$ cat src/rtl/noice_pkg.sv
// noice shared definitions
// tx state encoding, requester ids, defaults
package noice_pkg;

  typedef enum logic [1:0] {
    ST_IDLE  = 2'd0,
    ST_START = 2'd1,
    ST_DATA  = 2'd2,
    ST_STOP  = 2'd3
  } tx_state_e;

  localparam logic REQ_MON = 1'b0;
  localparam logic REQ_EVT = 1'b1;

  localparam int DEF_OVERSAMPLE = 16;
  localparam int DEF_LOCK_TMO   = 32;

endpackage

$ cat src/rtl/noice_tx_ser.sv
// noice 8N1 serializer
// frame FSM, shift register, phase counter, registered txd
module noice_tx_ser
  import noice_pkg::*;
#(
  parameter int OVERSAMPLE = DEF_OVERSAMPLE
) (
  input  logic       clk,
  input  logic       rst,
  input  logic       clke,
  input  logic       load,
  input  logic [7:0] data,
  output logic       txd,
  output logic       busy,
  output logic       idle
);

  localparam int PW = (OVERSAMPLE > 1) ? $clog2(OVERSAMPLE) : 1;
  localparam logic [PW-1:0] PH_LAST = PW'(OVERSAMPLE - 1);

  tx_state_e     st_q, st_d;
  logic [PW-1:0] ph_q, ph_d;
  logic [2:0]    bit_q, bit_d;
  logic [7:0]    sh_q, sh_d;
  logic          txd_q, txd_d;
  logic          tick;

  // last oversample pulse of the current bit period
  assign tick = clke && (ph_q == PH_LAST);

  // next state, shift and line level
  always_comb begin
    st_d  = st_q;
    ph_d  = ph_q;
    bit_d = bit_q;
    sh_d  = sh_q;
    txd_d = txd_q;
    if (clke) begin
      ph_d = tick ? '0 : ph_q + 1'b1;
    end
    unique case (st_q)
      ST_IDLE: begin
        ph_d  = '0;
        bit_d = '0;
        txd_d = 1'b1;
        if (load) begin
          st_d  = ST_START;
          sh_d  = data;
          txd_d = 1'b0;
        end
      end
      ST_START: begin
        if (tick) begin
          st_d  = ST_DATA;
          txd_d = sh_q[0];
        end
      end
      ST_DATA: begin
        if (tick) begin
          sh_d = {1'b1, sh_q[7:1]};
          if (bit_q == 3'd7) begin
            st_d  = ST_STOP;
            txd_d = 1'b1;
          end else begin
            bit_d = bit_q + 3'd1;
            txd_d = sh_q[1];
          end
        end
      end
      ST_STOP: begin
        if (tick) begin
          st_d = ST_IDLE;
        end
      end
      default: st_d = ST_IDLE;
    endcase
  end

  // state registers, line idles high
  always_ff @(posedge clk or posedge rst) begin
    if (rst) begin
      st_q  <= ST_IDLE;
      ph_q  <= '0;
      bit_q <= '0;
      sh_q  <= '0;
      txd_q <= 1'b1;
    end else begin
      st_q  <= st_d;
      ph_q  <= ph_d;
      bit_q <= bit_d;
      sh_q  <= sh_d;
      txd_q <= txd_d;
    end
  end

  assign txd  = txd_q;
  assign busy = (st_q != ST_IDLE);
  assign idle = (st_q == ST_IDLE);

endmodule

$ cat src/rtl/noice_tx_arb.sv
// noice remote-link tx arbiter
// round-robin between monitor and event streams with packet lock
module noice_tx_arb
  import noice_pkg::*;
#(
  parameter int OVERSAMPLE = DEF_OVERSAMPLE,
  parameter int LOCK_TMO   = DEF_LOCK_TMO
) (
  input  logic       I_CLK,
  input  logic       I_RESET,
  input  logic       I_CLKE,
  input  logic [7:0] I_MON_DATA,
  input  logic       I_MON_VALID,
  input  logic       I_MON_LAST,
  output logic       O_MON_READY,
  input  logic [7:0] I_EVT_DATA,
  input  logic       I_EVT_VALID,
  input  logic       I_EVT_LAST,
  output logic       O_EVT_READY,
  output logic       O_TXD,
  output logic       O_BUSY,
  output logic [1:0] O_OWNER
);

  localparam int PW = (OVERSAMPLE > 1) ? $clog2(OVERSAMPLE) : 1;
  localparam int TW = (LOCK_TMO > 1) ? $clog2(LOCK_TMO) : 1;
  localparam logic [PW-1:0] PH_LAST  = PW'(OVERSAMPLE - 1);
  localparam logic [TW-1:0] TMO_LAST = TW'(LOCK_TMO - 1);

  logic          en_q, en_d;
  logic          lock_q, lock_d;
  logic          own_q, own_d;
  logic          last_q, last_d;
  logic [PW-1:0] tph_q, tph_d;
  logic [TW-1:0] tcnt_q, tcnt_d;
  logic          idle, sel, sel_v, own_v, grant;
  logic          acc_last;
  logic [7:0]    acc_data;

  assign own_v = own_q ? I_EVT_VALID : I_MON_VALID;

  // pick one requester: lock owner, else round-robin
  always_comb begin
    sel   = REQ_MON;
    sel_v = 1'b0;
    if (lock_q) begin
      sel   = own_q;
      sel_v = own_v;
    end else if (I_MON_VALID && I_EVT_VALID) begin
      sel   = ~last_q;
      sel_v = 1'b1;
    end else if (I_MON_VALID) begin
      sel   = REQ_MON;
      sel_v = 1'b1;
    end else if (I_EVT_VALID) begin
      sel   = REQ_EVT;
      sel_v = 1'b1;
    end
  end

  assign grant       = en_q && idle && sel_v;
  assign O_MON_READY = grant && (sel == REQ_MON);
  assign O_EVT_READY = grant && (sel == REQ_EVT);
  assign acc_data    = sel ? I_EVT_DATA : I_MON_DATA;
  assign acc_last    = sel ? I_EVT_LAST : I_MON_LAST;

  // grant history, packet lock and stall timeout
  always_comb begin
    en_d   = 1'b1;
    lock_d = lock_q;
    own_d  = own_q;
    last_d = last_q;
    tph_d  = tph_q;
    tcnt_d = tcnt_q;
    if (grant) begin
      last_d = sel;
      lock_d = ~acc_last;
      own_d  = acc_last ? REQ_MON : sel;
      tph_d  = '0;
      tcnt_d = '0;
    end else if (!lock_q) begin
      tph_d  = '0;
      tcnt_d = '0;
    end else if (idle && !own_v && I_CLKE) begin
      if (tph_q == PH_LAST) begin
        tph_d = '0;
        if (tcnt_q == TMO_LAST) begin
          lock_d = 1'b0;
          own_d  = REQ_MON;
          tcnt_d = '0;
        end else begin
          tcnt_d = tcnt_q + 1'b1;
        end
      end else begin
        tph_d = tph_q + 1'b1;
      end
    end
  end

  // arbiter registers; evt counts as last grant so mon wins first
  always_ff @(posedge I_CLK or posedge I_RESET) begin
    if (I_RESET) begin
      en_q   <= 1'b0;
      lock_q <= 1'b0;
      own_q  <= REQ_MON;
      last_q <= REQ_EVT;
      tph_q  <= '0;
      tcnt_q <= '0;
    end else begin
      en_q   <= en_d;
      lock_q <= lock_d;
      own_q  <= own_d;
      last_q <= last_d;
      tph_q  <= tph_d;
      tcnt_q <= tcnt_d;
    end
  end

  noice_tx_ser #(
    .OVERSAMPLE(OVERSAMPLE)
  ) u_ser (
    .clk  (I_CLK),
    .rst  (I_RESET),
    .clke (I_CLKE),
    .load (grant),
    .data (acc_data),
    .txd  (O_TXD),
    .busy (O_BUSY),
    .idle (idle)
  );

  assign O_OWNER = {lock_q, own_q};

endmodule

$ cat config.mk
export PLATFORM = sky130hd
export DESIGN_NAME = noice_tx_arb
export DESIGN_NICKNAME = d
export VERILOG_FILES = /design/src/rtl/noice_pkg.sv /design/src/rtl/noice_tx_ser.sv /design/src/rtl/noice_tx_arb.sv
export SDC_FILE = /design/constraint.sdc
export NUM_CORES = 1
export LEC_CHECK = 0
export CORE_ASPECT_RATIO = 1.1
export CORE_MARGIN = 2
export CORE_UTILIZATION = 53
export CTS_CLUSTER_SIZE = 20
export DETAILED_ROUTE_END_ITERATION = 10
export HOLD_SLACK_MARGIN = 0.1
export PLACE_DENSITY = 0.77
export SYNTH_ARGS = -nofsm -noshare
export SYNTH_HDL_FRONTEND = slang
export SYNTH_SLANG_ARGS = --single-unit
$ cat constraint.sdc
create_clock -name I_CLK -period 2.5 [get_ports I_CLK]
set_input_delay 0.25 -clock I_CLK [delete_from_list [all_inputs] [get_ports I_CLK]]
set_output_delay 0.25 -clock I_CLK [all_outputs]
set_load 0.02 [all_outputs]
==> report_table.html <==
<table>
<tr><th>Metric</th><th>Value</th></tr>
<tr><th colspan="2">Detailed routing</th></tr>
<tr><td>Initial drt markers</td><td>between 100 and 150</td></tr>
<tr><td>Number of vias after detailed routing</td><td>between 1.5k and 2k</td></tr>
<tr><td>Drt first pass iters</td><td>5</td></tr>
<tr><td>Number of antenna-violating nets in the routed design</td><td>0</td></tr>
<tr><td>Post-detailed-route via-to-cell ratio</td><td>5.83</td></tr>
<tr><td>Total wire length</td><td>between 3 and 4 mm</td></tr>
<tr><td>Post-detailed-route DRC marker count</td><td>0</td></tr>
<tr><td>DR WL/cell</td><td>about 15 µm</td></tr>
<tr><th colspan="2">Setup path</th></tr>
<tr><td>Data arrival time at the worst-slack endpoint</td><td>~2.1 ns</td></tr>
<tr><td>Worst reg-to-reg setup slack</td><td>approximately 0.29 ns</td></tr>
<tr><td>Max stage delay cell, worst path</td><td>dfrtp_1</td></tr>
<tr><td>Startpoint-to-endpoint class of the critical path</td><td>reg2out</td></tr>
<tr><td>Largest fanout on the critical path</td><td>5</td></tr>
<tr><td>CP cell instances</td><td>inv_1, ha_1, nand2_1, or3_1, nor2b_1, clkbuf_2</td></tr>
<tr><td>Worst EP required</td><td>approximately 2.3 ns</td></tr>
<tr><td>Worst path max stage delay</td><td>approximately 0.42 ns</td></tr>
<tr><td>Buffering stage count on the worst path with inverters included</td><td>2</td></tr>
<tr><td>Cell family contributing the most delay on the critical path</td><td>simple AND/OR/NAND/NOR gates</td></tr>
<tr><td>Type of element capturing the critical path</td><td>output port</td></tr>
<tr><td>Startpoint types</td><td>register</td></tr>
<tr><th colspan="2">Layout</th></tr>
<tr><td>Net total in the final layout</td><td>257</td></tr>
<tr><td>Antenna diode count</td><td>0</td></tr>
<tr><td>Share of cells above drive strength 1</td><td>0.116</td></tr>
<tr><td>Final instance count without filler cells</td><td>between 200 and 300</td></tr>
<tr><td>Area growth syn-to-layout</td><td>21.3%</td></tr>
<tr><th colspan="2">Clock network</th></tr>
<tr><td>Maximum clock path buffer count</td><td>2</td></tr>
<tr><td>Clock latency reported for the late side of the worst-skew pair</td><td>0.33 ns</td></tr>
<tr><td>CTS H-tree lvls</td><td>2</td></tr>
<tr><td>CTS sink count</td><td>31</td></tr>
<tr><td>CTS tree</td><td>built</td></tr>
<tr><td>Root Driver</td><td>clkbuf_4</td></tr>
<tr><td>Cts hold-fix bufs</td><td>0</td></tr>
<tr><td>CTS clock-pin slew for the worst setup and hold paths</td><td>0.10 ns</td></tr>
<tr><td>Number of buffers created by CTS</td><td>5</td></tr>
<tr><td>Number of setup buffers added after CTS</td><td>0</td></tr>
<tr><th colspan="2">Pwr</th></tr>
<tr><td>Switching power</td><td>0.842 mW</td></tr>
<tr><td>Total power density per cell area</td><td>between 900 and 1000 nW/µm²</td></tr>
<tr><td>Worst-case vdd ir drop</td><td>0.000716 V</td></tr>
<tr><td>Total power</td><td>2.10 mW</td></tr>
<tr><td>Reg power frac</td><td>0.376</td></tr>
<tr><td>Int Power</td><td>between 1 and 1.5 mW</td></tr>
<tr><td>Leakage</td><td>between 0.9 and 1 nW</td></tr>
<tr><td>Power share of the clock group</td><td>0.131</td></tr>
<tr><td>Combinational cell fraction of total power</td><td>0.494</td></tr>
<tr><td>Switching share of power</td><td>0.401</td></tr>
<tr><th colspan="2">Timing</th></tr>
<tr><td>Total Neg Setup Slack</td><td>0 ns</td></tr>
<tr><td>Final Cycle Share</td><td>0.931</td></tr>
<tr><td>Final Slew Violations</td><td>0</td></tr>
<tr><td>Time the worst path needs with I/O delays and setup</td><td>about 2.3 ns</td></tr>
<tr><td>Number of endpoints with negative hold slack in the final report</td><td>0</td></tr>
<tr><td>Maximum achievable frequency</td><td>0.429 GHz</td></tr>
<tr><td>Setup repair after global routing missed its margin</td><td>false</td></tr>
<tr><td>Final setup slack of the worst path</td><td>~0.17 ns</td></tr>
<tr><td>Transition time at the pin with the least slew margin</td><td>between 0.6 and 0.7 ns</td></tr>
<tr><td>Number of endpoints failing setup at the final stage</td><td>0</td></tr>
<tr><td>Max_slew headroom</td><td>0.563</td></tr>
<tr><td>Final worst clock skew</td><td>between 0.01 and 0.015 ns</td></tr>
<tr><th colspan="2">Placed design</th></tr>
<tr><td>Half-perimeter wire length after placement</td><td>approximately 3.1 mm</td></tr>
<tr><td>Port-buffer cells</td><td>28</td></tr>
<tr><td>Worst-case setup slack after placement</td><td>-0.0117 ns</td></tr>
<tr><td>Cell total after placement</td><td>252</td></tr>
<tr><td>Gp weighted congestion</td><td>between 0.8 and 0.9</td></tr>
<tr><th colspan="2">Die</th></tr>
<tr><td>Die Y</td><td>65.0 µm</td></tr>
<tr><td>Standard-cell row count</td><td>22</td></tr>
<tr><td>Ports</td><td>29</td></tr>
<tr><td>Die span in x</td><td>just under 60 µm</td></tr>
<tr><td>Core Area</td><td>3280 µm²</td></tr>
<tr><td>Initial Utilization</td><td>0.548</td></tr>
<tr><td>Total Die Area</td><td>around 3900 µm²</td></tr>
<tr><th colspan="2">Flow run</th></tr>
<tr><td>Max capacitance violation total</td><td>0</td></tr>
<tr><th colspan="2">Synthesis</th></tr>
<tr><td>Mapped Cells</td><td>between 150 and 200</td></tr>
<tr><td>Number of nets in the synthesized netlist</td><td>around 220</td></tr>
<tr><td>Post-Synthesis Cell Area</td><td>about 1800 µm²</td></tr>
<tr><td>Share of synthesized area occupied by flip-flops and latches</td><td>0.433</td></tr>
<tr><td>Synthesis warning total</td><td>0</td></tr>
<tr><td>Mean instance size in the synthesized netlist</td><td>between 9 and 10 µm²</td></tr>
<tr><td>Fraction of registers with async set or reset after synthesis</td><td>1.00</td></tr>
<tr><td>Top_reg_cell synth</td><td>dfrtp_1</td></tr>
<tr><td>Number of distinct standard cells referenced by the synthesized netlist</td><td>44</td></tr>
<tr><td>Count of flip-flops with a built-in enable after synthesis</td><td>0</td></tr>
<tr><td>Flops &amp; latches, synth</td><td>31</td></tr>
<tr><th colspan="2">GRT</th></tr>
<tr><td>Gr usage total</td><td>0.230</td></tr>
<tr><td>Global route total overflow</td><td>0</td></tr>
<tr><td>First-pass GRT wire length</td><td>between 6 and 7 mm</td></tr>
<tr><td>Maximum number of pins on one net before global-route repair</td><td>18</td></tr>
<tr><td>Antenna violations before repair</td><td>0</td></tr>
<tr><td>Vias in the first global route</td><td>between 1.5k and 2k</td></tr>
<tr><th colspan="2">Outcome</th></tr>
<tr><td>Run status</td><td>complete, no violations</td></tr>
<tr><th colspan="2">Hold path</th></tr>
<tr><td>Type of the most critical hold path</td><td>in2async</td></tr>
</table>
power by group through the flow:
| stage | logic, mW | clock network (mW) | registers, mW |
|---|---|---|---|
| floorplan | 0.732 | 0 | 0.767 |
| global placement | 0.985 | 0 | 0.781 |
| detailed placement | 1.04 | 0 | 0.794 |
| CTS | 1.04 | 0.288 | 0.786 |
| global route | 1.15 | 0.302 | 0.809 |
| finish | 1.04 | 0.274 | 0.788 |
through the flow:
step,cell area (µm²),util,hold slack (ns)
after floorplan,1800,-,0.352
after global placement,2140,0.653,0.456
after detailed placement,2140,0.653,0.480
after CTS,2190,0.667,0.298
after global routing,2180,0.665,0.370
final,2180,0.665,0.296
flip-flops by register name (all words and copies together) (netlist names):
register     count
tph_q            4
u_ser.ph_q       4
tcnt_q           5
u_ser.txd        1
own_q            1
last_q           1
u_ser.bit_q      3
u_ser.sh_q       8
en_q             1
lock_q           1
u_ser.st_q       2
path summary, 6_finish.rpt:
check | from | to | cells after the start
max | u_ser.st_q[1] | O_MON_READY | 6
min | I_RESET | u_ser.sh_q[2] | 2
max reg2reg | u_ser.st_q[1] | u_ser.st_q[1] | 7
min reg2reg | last_q | last_q | 2
max in group asynchronous | I_RESET | tcnt_q[3] | 3
min in group I_CLK | last_q | last_q | 2
synth_stat cells, types with 2 or more instances:
library cell	number	area (µm²)
a21o_1	3	22.5
a21oi_1	11	55.1
a22o_1	3	26.3
a31oi_1	3	18.8
and3_1	3	18.8
buf_2	3	15.0
buf_4	2	15.0
clkbuf_1	3	11.3
dfrtp_1	29	726
dfstp_2	2	52.6
ha_1	11	138
inv_1	8	30.0
mux2_2	8	90.1
mux2i_1	9	90.1
nand2_1	22	82.6
nand2b_1	3	18.8
nand3_1	4	20.0
nand4_1	2	12.5
nor2_1	13	48.8
nor2b_1	4	25.0
nor3_1	3	15.0
o21ai_0	16	80.1
or3_1	2	12.5
per-layer routing:
metal  GRT usage  up-vias  routed length, µm
met5           0        -                  0
met4       0.119        0                 97
met3      0.0639       11                141
met2       0.378       31               2050
met1       0.269      728               1690
li1            -      747                  -
cells in the final DEF (no fill, tap or decap), types with 2 or more instances in the layout:
cell type and n:
ha_1 11, clkbuf_4 5, nor3_1 3, and3_1 3, dfrtp_1 29, a21oi_1 11
clkbuf_1 3, a31oi_1 3, a21o_1 3, a22o_1 3, clkbuf_2 2, nand2b_1 3
nand2_1 22, or3_1 2, mux2i_1 9, mux2_2 8, o21ai_0 16, buf_4 8
nor2_1 13, dfstp_2 2, clkdlybuf4s50_1 26, nand4_1 2, inv_1 8, nor2b_1 4
nand3_1 4
logic make-up (layout without fill, tap and decap cells):
logic type	Yosys count	in the layout	synth area share
AO/OA/AOI/OAI	48	48	0.170
XOR/XNOR	1	1	0.00488
adder cells (fa/ha/maj)	11	11	0.0767
multiplexers	18	18	0.107
AND/OR/NAND/NOR	62	62	0.167
flip-flops	31	31	0.433
other	1	1	0.00209
buffers and inverters	16	52	0.0397
final cells by class:
| cell class | count | area (µm²) |
|---|---|---|
| Fill cell | 266 | 1100 |
| Timing Repair Buffer | 36 | 330 |
| Clock buffer | 8 | 48.8 |
| Sequential cell | 31 | 778 |
| Inverter | 8 | 30.0 |
| Multi-Input combinational cell | 141 | 946 |
| Tap cell | 36 | 45.0 |
repair_timing:
item | in CTS | in global routing
pin swaps | 0 | 0
setup endpoints to repair | 2 | 2
endpoints found under the hold margin | 0 | 0
gates resized for setup | 2 | 4
(Power assumes the default switching activity.)
